<file path="config.mk">
export PLATFORM = sky130hd
export DESIGN_NAME = result_writeback
export DESIGN_NICKNAME = d
export VERILOG_FILES = /design/src/rtl/result_writeback.sv
export SDC_FILE = /design/constraint.sdc
export NUM_CORES = 1
export LEC_CHECK = 0
export CAP_MARGIN = 0
export CORE_MARGIN = 5
export CORE_UTILIZATION = 25
export CTS_CLUSTER_DIAMETER = 30
export DETAILED_ROUTE_END_ITERATION = 16
export PLACE_DENSITY = 0.46
export SKIP_CTS_REPAIR_TIMING = 1
export SKIP_LAST_GASP = 1
export SLEW_MARGIN = 0
export SYNTH_ARGS = -nofsm -noshare
export SYNTH_HDL_FRONTEND = slang
export SYNTH_SLANG_ARGS = --single-unit
</file>
<file path="constraint.sdc">
create_clock -name clk -period 7.9 [get_ports clk]
set_input_delay 1.185 -clock clk [delete_from_list [all_inputs] [get_ports clk]]
set_output_delay 1.185 -clock clk [all_outputs]
set_load 0.005 [all_outputs]
</file>
<file path="src/rtl/result_writeback.sv">
// Result writeback: captures the four 2x2 convolution results, optionally
// applies ReLU and 2x2 max-pooling, then streams them into the shared data
// SRAM one word per granted cycle.
module result_writeback #(
    parameter bit SIGNED = 1'b1,
    parameter int ADDR_W = 6,
    parameter int DATA_W = 8
) (
    input  logic              clk,
    input  logic              rst,
    input  logic              start,
    input  logic [ADDR_W-1:0] result_baseaddr,
    input  logic              relu_en,
    input  logic              pool_en,
    input  logic [DATA_W-1:0] c11,
    input  logic [DATA_W-1:0] c12,
    input  logic [DATA_W-1:0] c21,
    input  logic [DATA_W-1:0] c22,
    input  logic              mem_gnt,
    output logic [ADDR_W-1:0] addr,
    output logic [DATA_W-1:0] d,
    output logic              we,
    output logic              busy,
    output logic              is_done_o
);

    typedef enum logic [1:0] {IDLE, CAPTURE, WRITE, DONE} state_t;

    state_t                   state_q, state_d;
    logic [3:0][DATA_W-1:0]   c_q, c_d;       // slot 0 = c11 ... slot 3 = c22
    logic [3:0][DATA_W-1:0]   buf_q, buf_d;
    logic [3:0][DATA_W-1:0]   relu_w;
    logic [DATA_W-1:0]        max_w;
    logic [DATA_W-1:0]        d_q, d_d;
    logic [ADDR_W-1:0]        base_q, base_d, addr_q, addr_d;
    logic                     relu_q, relu_d, pool_q, pool_d;
    logic [1:0]               idx_q, idx_d;   // slot being written
    logic [1:0]               last_q, last_d; // index of the final write (0 or 3)
    logic                     we_w;

    // Greater-than honouring the configured signedness.
    function automatic logic gt(input logic [DATA_W-1:0] a, input logic [DATA_W-1:0] b);
        if (SIGNED) return $signed(a) > $signed(b);
        else        return a > b;
    endfunction

    // ReLU on each captured word, then max over the four post-ReLU words.
    always_comb begin
        for (int i = 0; i < 4; i++)
            relu_w[i] = (relu_q && SIGNED && c_q[i][DATA_W-1]) ? '0 : c_q[i];
        max_w = relu_w[0];
        for (int i = 1; i < 4; i++)
            if (gt(relu_w[i], max_w)) max_w = relu_w[i];
    end

    // Next-state and datapath updates; we is combinational so a reset
    // cycle can never write.
    always_comb begin
        state_d = state_q;
        c_d     = c_q;
        buf_d   = buf_q;
        base_d  = base_q;
        relu_d  = relu_q;
        pool_d  = pool_q;
        idx_d   = idx_q;
        last_d  = last_q;
        addr_d  = addr_q;
        d_d     = d_q;
        we_w    = 1'b0;
        case (state_q)
            IDLE: begin
                if (start) begin
                    c_d     = {c22, c21, c12, c11};
                    base_d  = result_baseaddr;
                    relu_d  = relu_en;
                    pool_d  = pool_en;
                    state_d = CAPTURE;
                end
            end
            CAPTURE: begin
                if (pool_q) begin
                    buf_d  = '0;
                    buf_d[0] = max_w;
                    last_d = 2'd0;
                    d_d    = max_w;
                end else begin
                    buf_d  = relu_w;
                    last_d = 2'd3;
                    d_d    = relu_w[0];
                end
                idx_d   = 2'd0;
                addr_d  = base_q;
                state_d = WRITE;
            end
            WRITE: begin
                we_w = mem_gnt & ~rst;
                if (we_w) begin
                    if (idx_q == last_q) begin
                        state_d = DONE;
                    end else begin
                        idx_d  = idx_q + 2'd1;
                        addr_d = addr_q + ADDR_W'(1);
                        d_d    = buf_q[idx_q + 2'd1];
                    end
                end
            end
            DONE:    state_d = IDLE;
            default: state_d = IDLE;
        endcase
    end

    // State and datapath registers with synchronous reset.
    always_ff @(posedge clk) begin
        if (rst) begin
            state_q <= IDLE;
            c_q     <= '0;
            buf_q   <= '0;
            base_q  <= '0;
            relu_q  <= 1'b0;
            pool_q  <= 1'b0;
            idx_q   <= '0;
            last_q  <= '0;
            addr_q  <= '0;
            d_q     <= '0;
        end else begin
            state_q <= state_d;
            c_q     <= c_d;
            buf_q   <= buf_d;
            base_q  <= base_d;
            relu_q  <= relu_d;
            pool_q  <= pool_d;
            idx_q   <= idx_d;
            last_q  <= last_d;
            addr_q  <= addr_d;
            d_q     <= d_d;
        end
    end

    assign addr      = addr_q;
    assign d         = d_q;
    assign we        = we_w;
    assign busy      = (state_q != IDLE);
    assign is_done_o = (state_q == DONE);

endmodule

</file>
# After elaboration in Yosys (flattened, before gate mapping)
# Index checks and enable logic that the tools add are counted.
totals:
  register_bits: 92
  out_inout_bits: 17
  wordCells: 68
classes:
  add_sub_neg: 2
  order_cmp: 4
  n_eq_ne: 8
  n_mux: 26
  bitwise: 2
  n_reduce_logical: 10
op_table:
  columns: ["op", "count"]
  rows:
  - ["8-bit two-way mux", 11]
  - ["32-bit two-way mux", 1]
  - ["8-bit greater-than comparator", 3]
  - ["8-bit binary-select mux with 2-bit select", 1]
  - ["8-bit one-hot mux with 2 select lines", 1]
  - ["2-bit two-way mux", 6]
  - ["6-bit two-way mux", 2]
  - ["6-bit one-hot mux with 2 select lines", 1]
  - ["2-bit != test, second input constant", 4]
  - ["2-bit one-hot mux with 4 select lines", 1]
  - ["6-bit by 1-bit adder with 6-bit output, second input constant", 1]
  - ["3-bit AND reduction", 2]
  - ["2-bit equality test, second input constant", 2]
  - ["1-bit logical AND", 4]
  - ["2-bit one-hot mux with 2 select lines", 1]
  - ["2-bit nonzero test", 2]
  - ["2-bit by 3-bit less-than comparator with 1-bit output, second input constant", 1]
  - ["2-bit by 1-bit adder with 2-bit output, second input constant", 1]
  - ["2-bit by 1-bit equality test with 1-bit output, second input constant", 1]
  - ["2-bit equality test", 1]
  - ["2-bit zero test", 1]
  - ["2-bit AND reduction", 1]
  - ["1-bit AND", 1]
  - ["1-bit two-way mux", 1]
  - ["1-bit NOT", 1]

# Depth between registers and ports, before layout
logic_depth:
  word_depth: 10
  depth_mapped: 34

# Worst setup path after synthesis
# OpenSTA, ideal clock, no wires.
synth_timing:
  path_kind: "flip-flop to flip-flop"
  start: "register relu_q"
  end: "register buf_q[7] in the netlist's numbering"
  setup_ns: 0.086
  arrival_ns: 6.816
  slack_ns: 0.998
  path_stages_with_launch: 29
  n_path_buf: 3
  synth_period_minus_slack_ns: 6.902
  path_cell_list: "dfxtp_1 buf_4 buf_6 nand2_1 and2_1 ha_1 and4_1 o21ai_1 o311a_1 nor2_2 clkbuf_1 a21oi_1 ha_1 nand3_1 a21oi_1 or4_1 a21boi_1 nor3_4 mux2_2 ha_1 o21a_1 o21a_1 o21a_1 o21a_1 o21a_1 o41ai_1 nand2_1 o221a_1 a211oi_1"
synth_between:
  elab_chain_len: 9
synth_rtl:
  columns: ["element", "line_no", "source"]
  rows:
  - ["from (decl)", "36", "logic relu_q, relu_d, pool_q, pool_d;"]
  - ["from (signal assigned)", "130", "relu_q <= relu_d;"]
  - ["1-bit logical AND", "50", "relu_w[i] = (relu_q && SIGNED && c_q[i][DATA_W-1]) ? '0 : c_q[i];"]
  - ["8-bit two-way mux", "50", null]
  - ["8-bit greater-than comparator", "43", "if (SIGNED) return $signed(a) > $signed(b);"]
  - ["8-bit two-way mux", "53", "if (gt(relu_w[i], max_w)) max_w = relu_w[i];"]
  - ["8-bit greater-than comparator", "43", null]
  - ["8-bit two-way mux", "53", null]
  - ["8-bit greater-than comparator", "43", null]
  - ["8-bit two-way mux", "53", null]
  - ["32-bit two-way mux (*)", "81", "if (pool_q) begin"]
  - ["to (signal assigned)", "128", "buf_q <= buf_d;"]
  - ["to (decl)", "31", "logic [3:0][DATA_W-1:0] buf_q, buf_d;"]
# Mark *: on every way between the ends. The rest lies on a longest branch, timed or not.
# A chain may end at the register's enable or synchronous reset.

# Worst setup path in the final report
layout_timing:
  start: "register c_q[15] in the netlist's numbering"
  end: "register buf_q[4] in the netlist's numbering"
layout_between:
  elab_chain_len: 9
layout_rtl:
  columns: ["element", "line_no", "source"]
  rows:
  - ["from (decl)", "30", "logic [3:0][DATA_W-1:0] c_q, c_d;"]
  - ["from (signal assigned)", "116", "c_q <= '0;"]
  - ["from (signal assigned)", "127", "c_q <= c_d;"]
  - ["1-bit logical AND", "50", null]
  - ["8-bit two-way mux (*)", "50", null]
  - ["8-bit greater-than comparator", "43", null]
  - ["8-bit two-way mux (*)", "53", null]
  - ["8-bit greater-than comparator", "43", null]
  - ["8-bit two-way mux (*)", "53", null]
  - ["8-bit greater-than comparator", "43", null]
  - ["8-bit two-way mux (*)", "53", null]
  - ["32-bit two-way mux (*)", "81", null]
# Marked as above.

==> impl_metrics.toml <==
[power]
power_density_nw_per_um2 = 334
ir_drop_v = 0.000122
seqPwrFrac_pct = 29.4
p_sw_share_pct = 41.6
pwr-share-comb_pct = 48.6
power.leakage_nw = 2.17
cell_internal_pwr_mw = 1.19
p_sw_mw = 0.844
power.total_mw = 2.03
clkPwrFrac_pct = 22.0

[drt]
first_pass_iters = 7
wl_per_cell_um = 16.1
ant_nets = 0
viasPerCell = 4.96
via_count = 4610
route.detailed.drc = 0
wirelength_um = 15000
drtIter0Drc = 292

[floorplan]
dieArea_um2 = 22800
fp.dieH_um = 151
core_um2 = 19500
start_util_pct = 25.4
die_x_um = 151
ioPinCount = 61
num_rows = 51

[place]
place_area_um2 = 5780
gp_congestion = 0.901
dpl.hpwl_um = 11200
preCtsSetupSlack_ps = 714
port-buffer-count = 60
dp_cells = 914

[setup_path]
crit_top_cell = "o21a_1"
cp.required_ps = 8150
worstPathArrival_ps = 7610
end_kind = "flip-flop"
r2r_slack_ps = 540
crit_family = "simple AND/OR/NAND/NOR gates"
worst-setup-path-type = "flip-flop to flip-flop"
start_kind = "flip-flop"
reg2reg_depth = 27
cp_slowest_cell = "or4_1"
rr_endpoint = "buf_q[4]"
worst-path-buf-inv = 1
slowest_delay_ps = 590
worstPathMaxFanout = 14
r2r_start = "c_q[15]"
crit_cells = 27

[timing]
hold_violations = 0
skew_ps = 9.57
rsz0062_at_grt = "no"
finalMaxSlewViolations = 0
slew_headroom_pct = 25.8
setup_tns_ps = 0
worst_slew_pin_slew_ps = 1110
setup_viol = 0
max_freq_mhz = 136
whs_ps = 458
fin_crit_sh_pct = 93.1
min_period_ps = 7360
worst_slack_ps = 543

[clock_network]
cts_made_buffers = 9
clock_latency_ps = 360
clock_path_buffers = 2
clk_pin_slew_ps = 70
cts_root_buffer = "clkbuf_16"
h-tree-depth = 3
cts_tree = "yes"
clock-sinks = 91

[synth]
ys_warn_count = 0
synth_seq_cells = 91
post_synth.cell_area_avg_um2 = 7.98
synth_fp_nets = 691
synth_seq_area_share_pct = 36.7
synth_area_um2 = 4960
synthCells = 622
synth_flop_cell = "dfxtp_1"
synth_edf_count = 0
async_reset_ff_share_pct = 0
yosysUniqueCellTypes = 62

[global_routing]
grt_max_degree = 95
antenna_found_initial = 0
grt_pass1_vias = 4405
grtUsageTotal_pct = 13.4
grt_pass1_wl_um = 23800
overflow = 0

[final_layout]
fin_nets = 729
fin_cells = 930
area_growth_pct = 22.6
design_area_um2 = 6080
drive_gt1_share_pct = 7.37
utilization_pct = 31.2
n_antenna_cell = 0

[flow_run]
maxCapViolations = 0

[worst_hold_path]
hold_depth = 2
holdPathEnd = "base_q[1]"
worstHoldStart = "base_q[1]"
hold_class = "flip-flop to flip-flop"

[run_status]
outcome = "completed"
final cells by class:
type                            count  area, µm²
Tap cell                          265        332
Sequential cell                    91       1820
Fill cell                        2130      13400
Clock buffer                       11        243
Inverter                           19       71.3
Timing Repair Buffer               65        633
Multi-Input combinational cell    474       2920
Clock inverter                      5       61.3
cells in the mapped netlist (2+ instances only):
cell type	number	area, µm²
nand2_1	121	454
dfxtp_1	91	1820
nor2_1	60	225
a21oi_1	59	295
clkbuf_1	29	109
a22oi_1	25	188
ha_1	25	313
nand3_1	21	105
inv_1	18	67.6
and2_1	13	81.3
a31oi_1	11	68.8
nor3_1	11	55.1
o21ai_1	10	50.1
a211oi_1	9	67.6
mux4_2	8	180
nand2b_1	8	50.1
nor3b_1	7	52.6
o21a_1	7	52.6
buf_1	6	22.5
mux2_2	6	67.6
o21ai_0	6	30.0
o221a_1	6	67.6
o211ai_1	5	37.5
mux2i_1	4	40.0
nor2b_1	4	25.0
o31ai_1	4	30.0
a21boi_1	3	22.5
a32oi_1	3	26.3
or3_1	3	18.8
a21boi_0	2	15.0
a21boi_2	2	22.5
and3_1	2	12.5
nand4_1	2	12.5
o22ai_1	2	12.5
or2_2	2	12.5
routing by layer:
layer | GRT usage, % | vias to the layer above | routed length [µm]
li1 | - | 2294 | -
met1 | 18.1 | 2160 | 7090
met2 | 21.2 | 132 | 6870
met3 | 2.54 | 24 | 662
met4 | 5.35 | 0 | 368
met5 | 0 | - | 0
cells by family after synthesis:
group                    share of synthesized area, %
multiplexers                                     6.10
buffers and inverters                            4.56
adder cells (fa/ha/maj)                          6.30
flip-flops                                       36.7
AND/OR/NAND/NOR                                  23.5
AO/OA/AOI/OAI                                    22.7
XOR/XNOR                                        0.176
layout by cell type, fill, tap and decap left out, types with 2 or more instances in the layout:
cell / Yosys / routed
o221a_1: 6 / 6
nand2_1: 121 / 121
nor3b_1: 7 / 7
nor3_1: 11 / 11
a21boi_2: 2 / 2
and2_1: 13 / 13
or2_2: 2 / 2
clkinv_4: 0 / 2
clkbuf_16: 0 / 9
a21oi_1: 59 / 59
nor2b_1: 4 / 4
mux2_2: 6 / 6
o21ai_1: 10 / 10
o22ai_1: 2 / 2
ha_1: 25 / 25
clkdlybuf4s50_1: 0 / 59
a31oi_1: 11 / 11
mux4_2: 8 / 8
o211ai_1: 5 / 5
a32oi_1: 3 / 3
nand3_1: 21 / 21
or3_1: 3 / 3
nand4_1: 2 / 2
nor2_1: 60 / 59
a21boi_0: 2 / 2
inv_1: 18 / 18
o21a_1: 7 / 7
dfxtp_1: 91 / 91
buf_4: 1 / 5
nand2b_1: 8 / 8
a21boi_1: 3 / 3
nor2_2: 1 / 2
o21ai_0: 6 / 5
o31ai_1: 4 / 4
a211oi_1: 9 / 9
mux2i_1: 4 / 4
and3_1: 2 / 2
a22oi_1: 25 / 25
power groups by stage:
stage	Combinational (mW)	Sequential, mW	Clock (mW)
floorplan	0.731	0.580	0
global placement	0.967	0.607	0
detailed placement	0.977	0.608	0
CTS	0.981	0.598	0.459
global route	1.09	0.609	0.473
finish	0.986	0.598	0.446
worst min-delay path: stages, from the launching register on:
cell and delay (ps):
dfxtp_1 310, nand2_1 50, a21oi_1 50
worst max path at each step:
stage                           to    start
after global placement    buf_q[7]  c_q[15]
after detailed placement  buf_q[2]  c_q[15]
final                     buf_q[4]  c_q[15]
after floorplan           buf_q[7]   relu_q
after CTS                 buf_q[4]  c_q[15]
after global routing      buf_q[5]  c_q[15]
flip-flops by register name (all words and copies together), names as in the netlist:
name	count
addr	6
base_q	6
buf_q	32
c_q	32
d	8
idx_q	2
last_q	1
pool_q	1
relu_q	1
state_q	2
No activity file was read; power rests on OpenSTA's default activity.
